File: src/rtl/sipo_rx_if.sv
// Bus bundle for sipo_rx: serial input side plus the parallel valid/ready output side.
interface sipo_rx_if #(
  parameter int unsigned WIDTH = 8
);
  logic             shift_en;
  logic             serial_in;
  logic [WIDTH-1:0] parallel_out;
  logic             out_valid;
  logic             out_ready;
  logic             overrun;
  logic             parity_err;

  // master drives the serial stream and consumes words; slave is the receiver
  modport master (
    output shift_en, serial_in, out_ready,
    input  parallel_out, out_valid, overrun, parity_err
  );

  modport slave (
    input  shift_en, serial_in, out_ready,
    output parallel_out, out_valid, overrun, parity_err
  );
endinterface

File: src/rtl/sipo_rx.sv
// MSB-first serial-to-parallel receiver with a valid/ready holding register and sticky overrun.
// Optional even-parity frame bit enabled by defining SIPO_RX_PARITY_EN.
module sipo_rx #(
  parameter int unsigned WIDTH = 8
) (
  input logic      clk,
  input logic      rst_n,
  input logic      clear,
  sipo_rx_if.slave bus
);

`ifdef SIPO_RX_PARITY_EN
  localparam int unsigned FRAME = WIDTH + 1;
`else
  localparam int unsigned FRAME = WIDTH;
`endif
  localparam int unsigned    CNT_W = (FRAME > 1) ? $clog2(FRAME) : 1;
  localparam logic [CNT_W-1:0] LAST = CNT_W'(FRAME - 1);

  logic [WIDTH-1:0] sreg_q,  sreg_d;
  logic [CNT_W-1:0] cnt_q,   cnt_d;
  logic [WIDTH-1:0] hold_q,  hold_d;
  logic             valid_q, valid_d;
  logic             ovr_q,   ovr_d;
  logic [WIDTH-1:0] shifted;
  logic [WIDTH-1:0] word;
  logic             done;

  assign shifted = {sreg_q[WIDTH-2:0], bus.serial_in};

`ifdef SIPO_RX_PARITY_EN
  logic perr_q, perr_d;
  // parity bit is the last frame bit; the data word is already complete in sreg
  assign word           = sreg_q;
  assign bus.parity_err = perr_q;
`else
  assign word           = shifted;
  assign bus.parity_err = 1'b0;
`endif

  // next-state: clear first, then shift/complete, then holding-register handshake
  always_comb begin
    sreg_d  = sreg_q;
    cnt_d   = cnt_q;
    hold_d  = hold_q;
    valid_d = valid_q;
    ovr_d   = ovr_q;
    done    = 1'b0;
`ifdef SIPO_RX_PARITY_EN
    perr_d  = perr_q;
`endif
    if (clear) begin
      sreg_d  = '0;
      cnt_d   = '0;
      valid_d = 1'b0;
      ovr_d   = 1'b0;
`ifdef SIPO_RX_PARITY_EN
      perr_d  = 1'b0;
`endif
    end else begin
      if (bus.shift_en) begin
        done  = (cnt_q == LAST);
        cnt_d = done ? '0 : cnt_q + CNT_W'(1);
`ifdef SIPO_RX_PARITY_EN
        if (!done) sreg_d = shifted;
`else
        sreg_d = shifted;
`endif
      end
      if (done) begin
        // load when free or being drained this edge; otherwise drop and flag
        if (!valid_q || bus.out_ready) begin
          hold_d  = word;
          valid_d = 1'b1;
`ifdef SIPO_RX_PARITY_EN
          perr_d  = ^{sreg_q, bus.serial_in};
`endif
        end else begin
          ovr_d = 1'b1;
        end
      end else if (valid_q && bus.out_ready) begin
        valid_d = 1'b0;
`ifdef SIPO_RX_PARITY_EN
        perr_d  = 1'b0;
`endif
      end
    end
  end

  always_ff @(posedge clk or negedge rst_n) begin
    if (!rst_n) begin
      sreg_q  <= '0;
      cnt_q   <= '0;
      hold_q  <= '0;
      valid_q <= 1'b0;
      ovr_q   <= 1'b0;
`ifdef SIPO_RX_PARITY_EN
      perr_q  <= 1'b0;
`endif
    end else begin
      sreg_q  <= sreg_d;
      cnt_q   <= cnt_d;
      hold_q  <= hold_d;
      valid_q <= valid_d;
      ovr_q   <= ovr_d;
`ifdef SIPO_RX_PARITY_EN
      perr_q  <= perr_d;
`endif
    end
  end

  assign bus.parallel_out = hold_q;
  assign bus.out_valid    = valid_q;
  assign bus.overrun      = ovr_q;

endmodule

File: src/flat_wrapper.sv
// flat-port wrapper written by rule: the top's interface ports become plain ports
module sipo_rx_flat 
#(
  parameter int unsigned WIDTH = 8
)
  (clk, rst_n, clear, bus_shift_en, bus_serial_in, bus_out_ready, bus_parallel_out, bus_out_valid, bus_overrun, bus_parity_err);
  sipo_rx_if #(.WIDTH(WIDTH)) bus_i ();
  input logic clk;
  input logic rst_n;
  input logic clear;
  input wire logic [$bits(bus_i.shift_en)-1:0] bus_shift_en;
  input wire logic [$bits(bus_i.serial_in)-1:0] bus_serial_in;
  input wire logic [$bits(bus_i.out_ready)-1:0] bus_out_ready;
  output wire logic [$bits(bus_i.parallel_out)-1:0] bus_parallel_out;
  output wire logic [$bits(bus_i.out_valid)-1:0] bus_out_valid;
  output wire logic [$bits(bus_i.overrun)-1:0] bus_overrun;
  output wire logic [$bits(bus_i.parity_err)-1:0] bus_parity_err;
  assign bus_i.shift_en = bus_shift_en;
  assign bus_i.serial_in = bus_serial_in;
  assign bus_i.out_ready = bus_out_ready;
  assign bus_parallel_out = bus_i.parallel_out;
  assign bus_out_valid = bus_i.out_valid;
  assign bus_overrun = bus_i.overrun;
  assign bus_parity_err = bus_i.parity_err;
  sipo_rx #(.WIDTH(WIDTH)) u_core (.clk(clk), .rst_n(rst_n), .clear(clear), .bus(bus_i));
endmodule
File: config.mk
export PLATFORM = sky130hd
export DESIGN_NAME = sipo_rx_flat
export DESIGN_NICKNAME = d
export VERILOG_FILES = /design/src/rtl/sipo_rx_if.sv /design/src/rtl/sipo_rx.sv /design/src/flat_wrapper.sv
export SDC_FILE = /design/constraint.sdc
export NUM_CORES = 1
export LEC_CHECK = 0
export CORE_MARGIN = 4
export CORE_UTILIZATION = 43
export DETAILED_ROUTE_END_ITERATION = 10
export GPL_ROUTABILITY_DRIVEN = 0
export PLACE_DENSITY = 0.72
export SYNTH_ARGS = -nofsm -noshare
export SYNTH_HDL_FRONTEND = slang
export SYNTH_SLANG_ARGS = --single-unit
File: constraint.sdc
create_clock -name clk -period 1.6 [get_ports clk]
set_clock_uncertainty 0.05 [all_clocks]
set_input_delay 0.24 -clock clk [delete_from_list [all_inputs] [get_ports clk]]
set_output_delay 0.24 -clock clk [all_outputs]
set_load 0.05 [all_outputs]
---- After elaboration in Yosys (flattened, before gate mapping) ----
Index checks and enable logic that the tools add are counted.
cells by class
  eq/ne operators ......................... 3
  muxes and demuxes ....................... 14
  $add $sub $neg .......................... 1
  reductions and logical operators ........ 9
  bitwise gates (word level) .............. 1
operator list
  cell                                           count
  2-to-1 mux 7 bit                               2
  2-to-1 mux 1 bit                               9
  2-to-1 mux 3 bit                               3
  AND reduction 2 bit                            2
  nonzero test 2 bit                             2
  adder 3 x 1 -> 3 bit (second input constant)   1
  equality test 3 bit (second input constant)    1
  inequality test 3 bit (second input constant)  1
  AND reduction 3 bit                            1
  nonzero test 3 bit                             1
  inequality test 2 bit (second input constant)  1
  logical AND 1 bit                              1
  zero test 1 bit                                1
  logical OR 1 bit                               1
  NOT 1 bit                                      1
word-level totals
  input bits .............................. 6
  logic and storage cells ................. 33
  register bits ........................... 20
  output and inout port bits .............. 11

---- Logic depth before layout (Yosys ltp) ----
Gate-level depths: netlist of run 1.
  depth after elaboration ................. 5
  gate-level depth with buffers ........... 5

---- Least setup slack after synthesis of run 1 ----
OpenSTA, ideal clock, no wires.
  path kind ............................... reg-to-reg
  start point ............................. register u_core.valid_q, in the netlist u_core.bus.out_valid
  end point ............................... register u_core.hold_q[0], in the netlist u_core.bus.parallel_out[0]
  setup time .............................. 0.125 ns
  path slack .............................. -0.046 ns
  arrival time ............................ 1.471 ns
  stages on the path, launching flop included .. 4
  path buffers ............................ 0
  path through ............................ dfrtp_1 -> nor2b_1 -> nor3_4 -> mux2_2
on the way
  longest elaborated chain between the ends .. 3
RTL lines
  element                        RTL line        RTL
  from (decl)                    sipo_rx.sv:23   logic valid_q, valid_d;
  from (signal assigned)         sipo_rx.sv:104  valid_q <= valid_d;
  zero test 1 bit                sipo_rx.sv:72   if (!valid_q || bus.out_ready) begin
  logical OR 1 bit               sipo_rx.sv:72
  AND reduction 3 bit (no line)  -
  to (signal assigned)           sipo_rx.sv:103  hold_q <= hold_d;
  to (decl)                      sipo_rx.sv:22   logic [WIDTH-1:0] hold_q, hold_d;
No other way between the ends.
A chain may end at the register's enable or synchronous reset.

---- Worst setup path in the final report of run 1 ----
  start point ............................. register u_core.cnt_q[0]
  end point ............................... register u_core.hold_q[4], in the netlist u_core.bus.parallel_out[4]
on the way
  longest elaborated chain between the ends .. 4
RTL lines
  element                        RTL line        RTL
  from (decl)                    sipo_rx.sv:21   logic [CNT_W-1:0] cnt_q, cnt_d;
  from (signal assigned)         sipo_rx.sv:102  cnt_q <= cnt_d;
  equality test 3 bit            sipo_rx.sv:62   done = (cnt_q == LAST);
  2-to-1 mux 1 bit               sipo_rx.sv:61   if (bus.shift_en) begin
  2-to-1 mux 1 bit               sipo_rx.sv:52   if (clear) begin
  AND reduction 3 bit (no line)  -
No other way between the ends. The select of a mux whose other input is x is not followed.

==> summary.txt, run 1 <==
Max Cap Viol -> 0
global-route usage over all layers -> 12.6%
fin area -> 0.00106 mm²
Reg clk slew, reported paths -> 0.11 ns
htree depth -> 1
Final Max Tran Viols -> 0
CTS max path bufs -> 2
GRT met1 Usage -> 15.7%
Largest delay share family, worst path -> flip-flops
antenna violations before repair -> 0
GR Util met3 -> 5.16%
DR vias/cell -> 4.84
required time of the critical path -> 1.73 ns
Worst Hold Class -> input port to async pin
YS warnings -> 0
CP max FO -> 8
Worst Path Buf+Inv -> 1
Root Buffer -> clkbuf_4
Post-Route WL -> 1.40 mm
vias in the first global route -> 556
Crit path largest cell delay -> 0.37 ns
fin cells -> 109
Final WS setup -> 0.0615 ns
number of remaining DRC errors -> 0
final core utilization -> 59.7%
Post-synth ARST share -> 100%
Total Power -> 0.828 mW
Final ANT Viol Nets -> 0
Initial DRC Count -> 1
die area -> 0.00270 mm²
largest net degree at the start of global routing -> 21
top_reg_cell synth -> dfrtp_1
CTS tree -> done
DRT Pass-1 Iters -> 4
dominant cells by area after synthesis -> dfrtp_1, mux2i_1, mux2_2, nor2_1, ha_1
HPWL Detailed -> 960 µm
Setup crit start kind -> flip-flop
via count -> 528
CP arrival -> 1.67 ns
Cell variety after synth -> 14
Setup Viol. Count Final -> 0
Hold Fails Final Rpt -> 0
number of buffers created by CTS -> 3
Core Area -> 0.00178 mm²
syn_nets -> 71
CP Class -> flip-flop to flip-flop
pre-CTS setup slack -> -0.0568 ns
Worst-Skew Late Latency -> 0.29 ns
share of cells above drive strength 1 -> 38.1%
synth cell count leaders -> dfrtp_1, nor2_1, mux2i_1, mux2_2
diode count -> 0
Setup TNS -> 0 ns
Period minus WS final -> 1.54 ns
most frequent cell after synthesis -> dfrtp_1
Reg2Reg Setup Slack -> 0.06 ns
register bit total from synthesis -> 20
Sink Count -> 20
GR Layer Usage met2 -> 19.7%
fmax -> 650 MHz
nets -> 93
Die X -> 51.9 µm
Die Y -> 51.9 µm
register area share after synthesis -> 60.3%
DP Cell Count -> 104
area grow syn2layout -> 28.4%
cell row count -> 15
Congestion Overflow GR -> 0
worst vdd ir -> 654 µV
CP cell instances -> ha_2 > ha_4 > nand2_2 > nor3_4 > buf_12 > mux2_2
part of the cycle the worst path needs -> 96.2%
Routed WL per cell -> 12.9 µm
final hold slack -> 0.224 ns
Synth area leader -> dfrtp_1
fillcell total -> 161
Power Dens Cells -> 778 mW/mm²
top cell type's share of synthesized area -> 60.3%
synthesized area -> 830 µm²
CP max-delay cell -> dfrtp_1
outcome -> finished, final reports clean
crit end category -> flip-flop
first-pass GRT wire length -> 2.45 mm
placed inst area -> 0.00101 mm²
busiest grt layer -> met2
Crit. path cell count -> 6
Syn Inst Count -> 63
syn avg cell area -> 13.2 µm²
CTS Hold Buffers Added -> 0
Lkg Pwr -> 0.544 nW
initial core utilization -> 46.5%
worst reg2reg path depth -> 6
Post-synth EDFFs -> 0
# IOs -> 17
IO Port Bufs -> 15
[layout by cell type (no fill, tap or decap)]
cell type and instances:
a21oi_1 1, ha_4 1, clkdlybuf4s50_1 5, a31oi_1 1, nor2_1 13, nand2_2 1
dfrtp_1 19, ha_2 1, conb_1 1, clkbuf_4 3, nor3_4 1, buf_4 15
dfrtp_2 1, nor2b_1 1, clkbuf_1 1, mux2_2 8, buf_12 1, mux2i_1 10
[report_power, final]
group	switching, mW	total [mW]	internal [mW]
clock	0.143	0.240	0.0969
sequential	0.00520	0.518	0.513
combinational	0.0385	0.0701	0.0316
[what timing repair did]
item	in CTS	in global routing
setup buffers	0	1
endpoints found under the setup margin	0	8
hold endpoints to repair	0	0
gates resized for setup	0	4
[area by class of cell]
| class | count | area, µm² | share of cell area (%) |
|---|---|---|---|
| Clock buffer | 4 | 26.3 | 2.47 |
| Sequential cell | 20 | 502 | 47.1 |
| Tap cell | 25 | 31.3 | 2.94 |
| Multi-Input combinational cell | 39 | 323 | 30.3 |
| Timing Repair Buffer | 21 | 183 | 17.2 |
[per-layer routing]
layer / wire (µm) / share of wire, %
met1: 633 / 45
met2: 679 / 48
met3: 78 / 5.6
met4: 12 / 0.85
met5: 0 / 0
[final timing paths]
| kind | from | end |
|---|---|---|
| max reg2reg | u_core.cnt_q[0]$_DFFE_PN0P_ | u_core.bus.parallel_out[4]$_DFFE_PN0P_ |
| min reg2reg | u_core.bus.overrun$_DFFE_PN0P_ | u_core.bus.overrun$_DFFE_PN0P_ |
| max in group asynchronous | rst_n | u_core.bus.out_valid$_DFFE_PN0P_ |
| min | rst_n | u_core.bus.overrun$_DFFE_PN0P_ |
| min in group clk | u_core.bus.overrun$_DFFE_PN0P_ | u_core.bus.overrun$_DFFE_PN0P_ |
| max | u_core.cnt_q[0]$_DFFE_PN0P_ | u_core.bus.parallel_out[4]$_DFFE_PN0P_ |
[registers in the layout, indices dropped and copies added (netlist names)]
signal and count:
u_core.sreg_q 7, u_core.bus.parallel_out 8, u_core.bus.overrun 1, u_core.bus.out_valid 1, u_core.cnt_q 3
[cells by family (layout without fill, tap and decap cells)]
logic type / after synthesis / count (layout) / synth area share (%)
AO/OA/AOI/OAI: 2 / 2 / 1.36
adder cells (fa/ha/maj): 2 / 2 / 3.02
buffers and inverters: 4 / 25 / 2.86
flip-flops: 20 / 20 / 60.3
multiplexers: 18 / 18 / 22.9
other: 1 / 1 / 0.452
AND/OR/NAND/NOR: 16 / 16 / 9.05
[worst register-to-register path, cell delays in order, from the launching register on]
cell	delay, ns
dfrtp_1	0.37
ha_2	0.20
ha_4	0.13
nand2_2	0.05
nor3_4	0.14
buf_12	0.15
mux2_2	0.33
No activity file was read; power rests on OpenSTA's default activity.
==> run 2, diff against run 1 <==
Settings changed: RECOVER_POWER set to 25.
==> run 2 against run 1 <==
  * Wire length decreased by 1.0%
  * Clock power is essentially flat
  * Sequential power about the same
  * Combinational power down 2%
  * Global-route usage is the same
  * Total power fell by 0.26%
==> summary.txt, run 2 (synthesis results as in run 1) <==
global-route usage over all layers -> 12.6% (unchanged)
Initial DRC Count -> 1 (unchanged)
max reg flops -> 8 (unchanged)
most frequent cells in the layout -> dfrtp_1, buf_4, nor2_1, mux2i_1, mux2_2
crit end category -> flip-flop
CTS Hold Buffers Added -> 0 (unchanged)
CP Class -> flip-flop to flip-flop
number of remaining DRC errors -> 0 (unchanged)
R2R Path Start -> u_core.cnt_q[0]$_DFFE_PN0P_
Max Cap Viol -> 0 (unchanged)
Core Area -> 0.00178 mm² (unchanged)
largest net degree at the start of global routing -> 21 (unchanged)
via count -> 527 (-0.19%)
cell row count -> 15 (unchanged)
Setup crit start kind -> flip-flop
CTS tree -> done
Reg clk slew, reported paths -> 0.11 ns (about the same)
Critical Path Start -> u_core.cnt_q[0]$_DFFE_PN0P_
Root Buffer -> clkbuf_4
Total Power -> 0.826 mW (-0.26%)
IO Port Bufs -> 15 (unchanged)
Final Max Tran Viols -> 0 (unchanged)
htree depth -> 1 (unchanged)
initial core utilization -> 46.5% (unchanged)
fmax -> 650 MHz (about the same)
Hold Fails Final Rpt -> 0 (unchanged)
Routed WL per cell -> 12.8 µm (-1.0%)
fillcell total -> 163 (+1.2%)
CP max FO -> 8 (unchanged)
hold path start -> u_core.bus.overrun$_DFFE_PN0P_
die area -> 0.00270 mm² (unchanged)
CTS max path bufs -> 2 (unchanged)
Slew Limit Headroom -> 30.9%
Sink Count -> 20 (unchanged)
part of the cycle the worst path needs -> 96.1% (about the same)
number of buffers created by CTS -> 3 (unchanged)
CP arrival -> 1.67 ns (about the same)
required time of the critical path -> 1.73 ns (about the same)
diode count -> 0 (unchanged)
first-pass GRT wire length -> 2.45 mm (unchanged)
vias in the first global route -> 556 (unchanged)
Lkg Pwr -> 0.540 nW (-0.67%)
final hold slack -> 0.455 ns (+0.231 ns)
final core utilization -> 59.5% (-0.21 points)
Final ANT Viol Nets -> 0 (unchanged)
Die X -> 51.9 µm (unchanged)
DR vias/cell -> 4.83 (-0.19%)
area taken by flip-flops and latches -> 502 µm² (unchanged)
Post-Route WL -> 1.39 mm (-1.0%)
share of cells above drive strength 1 -> 36.9% (-1.2 points)
Slew @ Worst Pin -> 1.04 ns
Worst Hold Class -> flip-flop to flip-flop
# IOs -> 17 (unchanged)
commonest non-fill, non-tap cell in the layout -> dfrtp_1
footprint of the multi-input gates -> 323 µm² (unchanged)
DP Cell Count -> 104 (unchanged)
antenna violations before repair -> 0 (unchanged)
Setup Viol. Count Final -> 0 (unchanged)
Worst-Skew Late Latency -> 0.29 ns (about the same)
Period minus WS final -> 1.54 ns (-0.000722 ns)
Die Y -> 51.9 µm (unchanged)
fin cells -> 109 (unchanged)
Power Dens Cells -> 778 mW/mm² (about the same)
Congestion Overflow GR -> 0 (unchanged)
Setup TNS -> 0 ns (unchanged)
nets -> 93 (unchanged)
area grow syn2layout -> 27.9%
worst vdd ir -> 651 µV (-0.40%)
outcome -> finished, final reports clean
HPWL Detailed -> 960 µm (unchanged)
DRT Pass-1 Iters -> 4 (unchanged)
==> run 2: layout make-up <==
cell class / instances / share of cell area [%]
clock buffer: 4 / 2.48
multi-input combinational: 39 / 30.4
sequential: 20 / 47.3
tap: 25 / 2.95
timing repair buffer: 21 / 16.9
==> run 2: path summary, 6_finish.rpt <==
path,to,slack (ns),cells past startpoint
worst min register to register,u_core.bus.overrun$_DFFE_PN0P_,0.46,2
max in group asynchronous,u_core.bus.out_valid$_DFFE_PN0P_,0.30,2
worst max register to register,u_core.bus.parallel_out[4]$_DFFE_PN0P_,0.06,6
worst min-delay path,u_core.bus.overrun$_DFFE_PN0P_,0.46,2
min in group asynchronous,u_core.bus.overrun$_DFFE_PN0P_,0.52,2
worst max-delay path,u_core.bus.parallel_out[4]$_DFFE_PN0P_,0.06,6
==> run 2: layer usage <==
layer  vias to the layer above  GRT usage [%]  wire length [µm]
li1                        253              -                 -
met1                       258           15.7               630
met2                        14           19.7               668
met3                         2           5.16                78
met4                         0           3.93                12
met5                         -              0                 0
==> run 2: metrics by stage <==
step	cell area [µm²]	worst slack, ns
2_1_floorplan	831	0.0384
3_3_place_gp	1010	-0.0222
3_5_place_dp	1010	-0.0568
4_1_cts	1040	0.00525
5_1_grt	1060	-0.0100
6_report	1060	0.0622
==> run 2: timing repair <==
item,4_1_cts,5_1_grt
setup endpoints to repair,0,8
gates resized for setup,0,4
hold endpoints to repair,0,0
buffers inserted,0,1
==> run 2: power by group <==
| part | internal, mW | switching [mW] |
|---|---|---|
| logic | 0.0304 | 0.0383 |
| clock network | 0.0969 | 0.142 |
| registers | 0.513 | 0.00522 |
| total | 0.640 | 0.186 |
==> run 2: worst max-delay path, stage by stage (launching register included) <==
cell,delay [ns]
dfrtp_1,0.37
ha_2,0.20
ha_4,0.13
nand2_2,0.05
nor3_4,0.14
buf_12,0.15
mux2_2,0.33
==> variant (flow settings as in run 2) <==
`WIDTH` is set to 8 in 3 places; all go to 16.
--- a/src/rtl/sipo_rx_if.sv
+++ b/src/rtl/sipo_rx_if.sv
@@ -1,5 +1,5 @@
 // Bus bundle for sipo_rx: serial input side plus the parallel valid/ready output side.
 interface sipo_rx_if #(
-  parameter int unsigned WIDTH = 8
+  parameter int unsigned WIDTH = 16
 );
   logic             shift_en;
--- a/src/rtl/sipo_rx.sv
+++ b/src/rtl/sipo_rx.sv
@@ -2,5 +2,5 @@
 // Optional even-parity frame bit enabled by defining SIPO_RX_PARITY_EN.
 module sipo_rx #(
-  parameter int unsigned WIDTH = 8
+  parameter int unsigned WIDTH = 16
 ) (
   input logic      clk,
--- a/src/flat_wrapper.sv
+++ b/src/flat_wrapper.sv
@@ -2,5 +2,5 @@
 module sipo_rx_flat 
 #(
-  parameter int unsigned WIDTH = 8
+  parameter int unsigned WIDTH = 16
 )
   (clk, rst_n, clear, bus_shift_en, bus_serial_in, bus_out_ready, bus_parallel_out, bus_out_valid, bus_overrun, bus_parity_err);
Interface: changed (resized bus_parallel_out); port bits go from 17 to 25. The function was not compared with the original's and may differ.
==> variant against run 2 <==
  * The run now ends with setup timing left
  * Sequential cell count grew 17
  * Die area is 66% higher
  * Synthesized area up 80%
  * Wire length grew 100%
  * Design area is 78% higher
  * Power rose by 83%
  * Setup slack got worse by 0.14 ns
  * Critical endpoint is now u_core.bus.parallel_out[3]
==> variant: results (changes against run 2) <==
Status
  • Status: finished with violations (was finished clean)
  • Failing checks: setup timing

Yosys
  • Unique masters post-synth: 20 (was 14)
  • Sequential area share after synthesis: 62.1% (was 60.3%)
  • Mapped Nets: 118 (was 71)
  • Synth top area share: 62.1% (was 60.3%)
  • Mux contribution to synthesized area: 22.8% (was 22.9%)
  • Post-Syn Area: 1490 um2 (was 830 um2)
  • Mapped Cells: 111 (was 63)
  • Top post-synthesis cells by area: dfrtp_1 (62%), mux2_2 (12%), mux2i_1 (11%) (was dfrtp_1 (60%), mux2i_1 (12%), mux2_2 (11%))

Route
  • Final WL: 2830 um (was 1390 um)
  • WL met1: 1270 um (was 630 um)
  • Routed wire per std cell: 14.7 um (was 12.8 um)
  • Met2 Routed Length: 1370 um (was 668 um)
  • Iter 0 DRT Violations: 28 (was 1)

Power
  • Combinational power: 0.0962 mW (was 0.0687 mW)
  • Net Sw Frac: 24.1% (was 22.5%)
  • NetSw: 0.364 mW (was 0.186 mW)

Placement
  • Placed instance count: 182 (was 104)
  • Post-Place Cell Area: 1780 um2 (was 1010 um2)
  • HPWL after DPL: 1800 um (was 960 um)

STA
  • Setup TNS: -1.07 ns (was 0 ns)
  • Slew headroom: 41.4% (was 30.9%)
  • Final setup margin: -0.0734 ns (was 0.0622 ns)
  • Final setup viols: 16 (was 0)
  • Final hold slack: 0.478 ns (was 0.455 ns)

Worst hold path
  • Worst hold-check path type: primary input to asynchronous set/reset pin (was flip-flop to flip-flop)

Setup path
  • Family with the most delay on the worst path: simple AND/OR/NAND/NOR gates (was flip-flops)
  • Reg-to-Reg End: u_core.bus.parallel_out[3] (was u_core.bus.parallel_out[4])

Clock tree
  • Setup repair bufs after CTS: 3 (was 0)
  • Clock buffer count from CTS: 5 (was 3)
  • Post-CTS sizing: 20 (was 0)

Global routing
  • Met3 Use GR: 5.73% (was 5.16%)
  • Largest net degree at the start of global routing: 38 (was 21)
  • Met1 usage: 19.5% (was 15.7%)

Final layout
  • Filler cell count: 294 (was 163)
  • Clock-cell share: 2.71% (was 2.48%)
  • Nets: 152 (was 93)
  • Core Util, Final: 56.7% (was 59.5%)
  • Register Area: 927 um2 (was 502 um2)
  • # clk buffers: 6 (was 4)
-- variant: cell count changes in the layout (fill, tap and decap cells not counted), moves of 6 or more --
cell	before	now
mux2_4	0	16
dfrtp_1	19	36
buf_4	14	25
nor2_1	13	20
mux2_2	8	0
mux2i_1	10	16
-- variant: worst max-delay path by stage --
stage / from / endpoint / slack, ns / depth (start not counted)
final: u_core.cnt_q[0] / u_core.bus.parallel_out[3] / -0.07 / 5
after global placement: bus_shift_en / u_core.bus.parallel_out[15] / -0.25 / 5
after CTS: u_core.cnt_q[0] / u_core.bus.parallel_out[1] / -0.12 / 6
after floorplan: u_core.cnt_q[0] / u_core.bus.parallel_out[10] / -0.19 / 5
after detailed placement: bus_shift_en / u_core.bus.parallel_out[14] / -0.29 / 5
after global routing: u_core.cnt_q[0] / u_core.bus.parallel_out[4] / -0.15 / 5
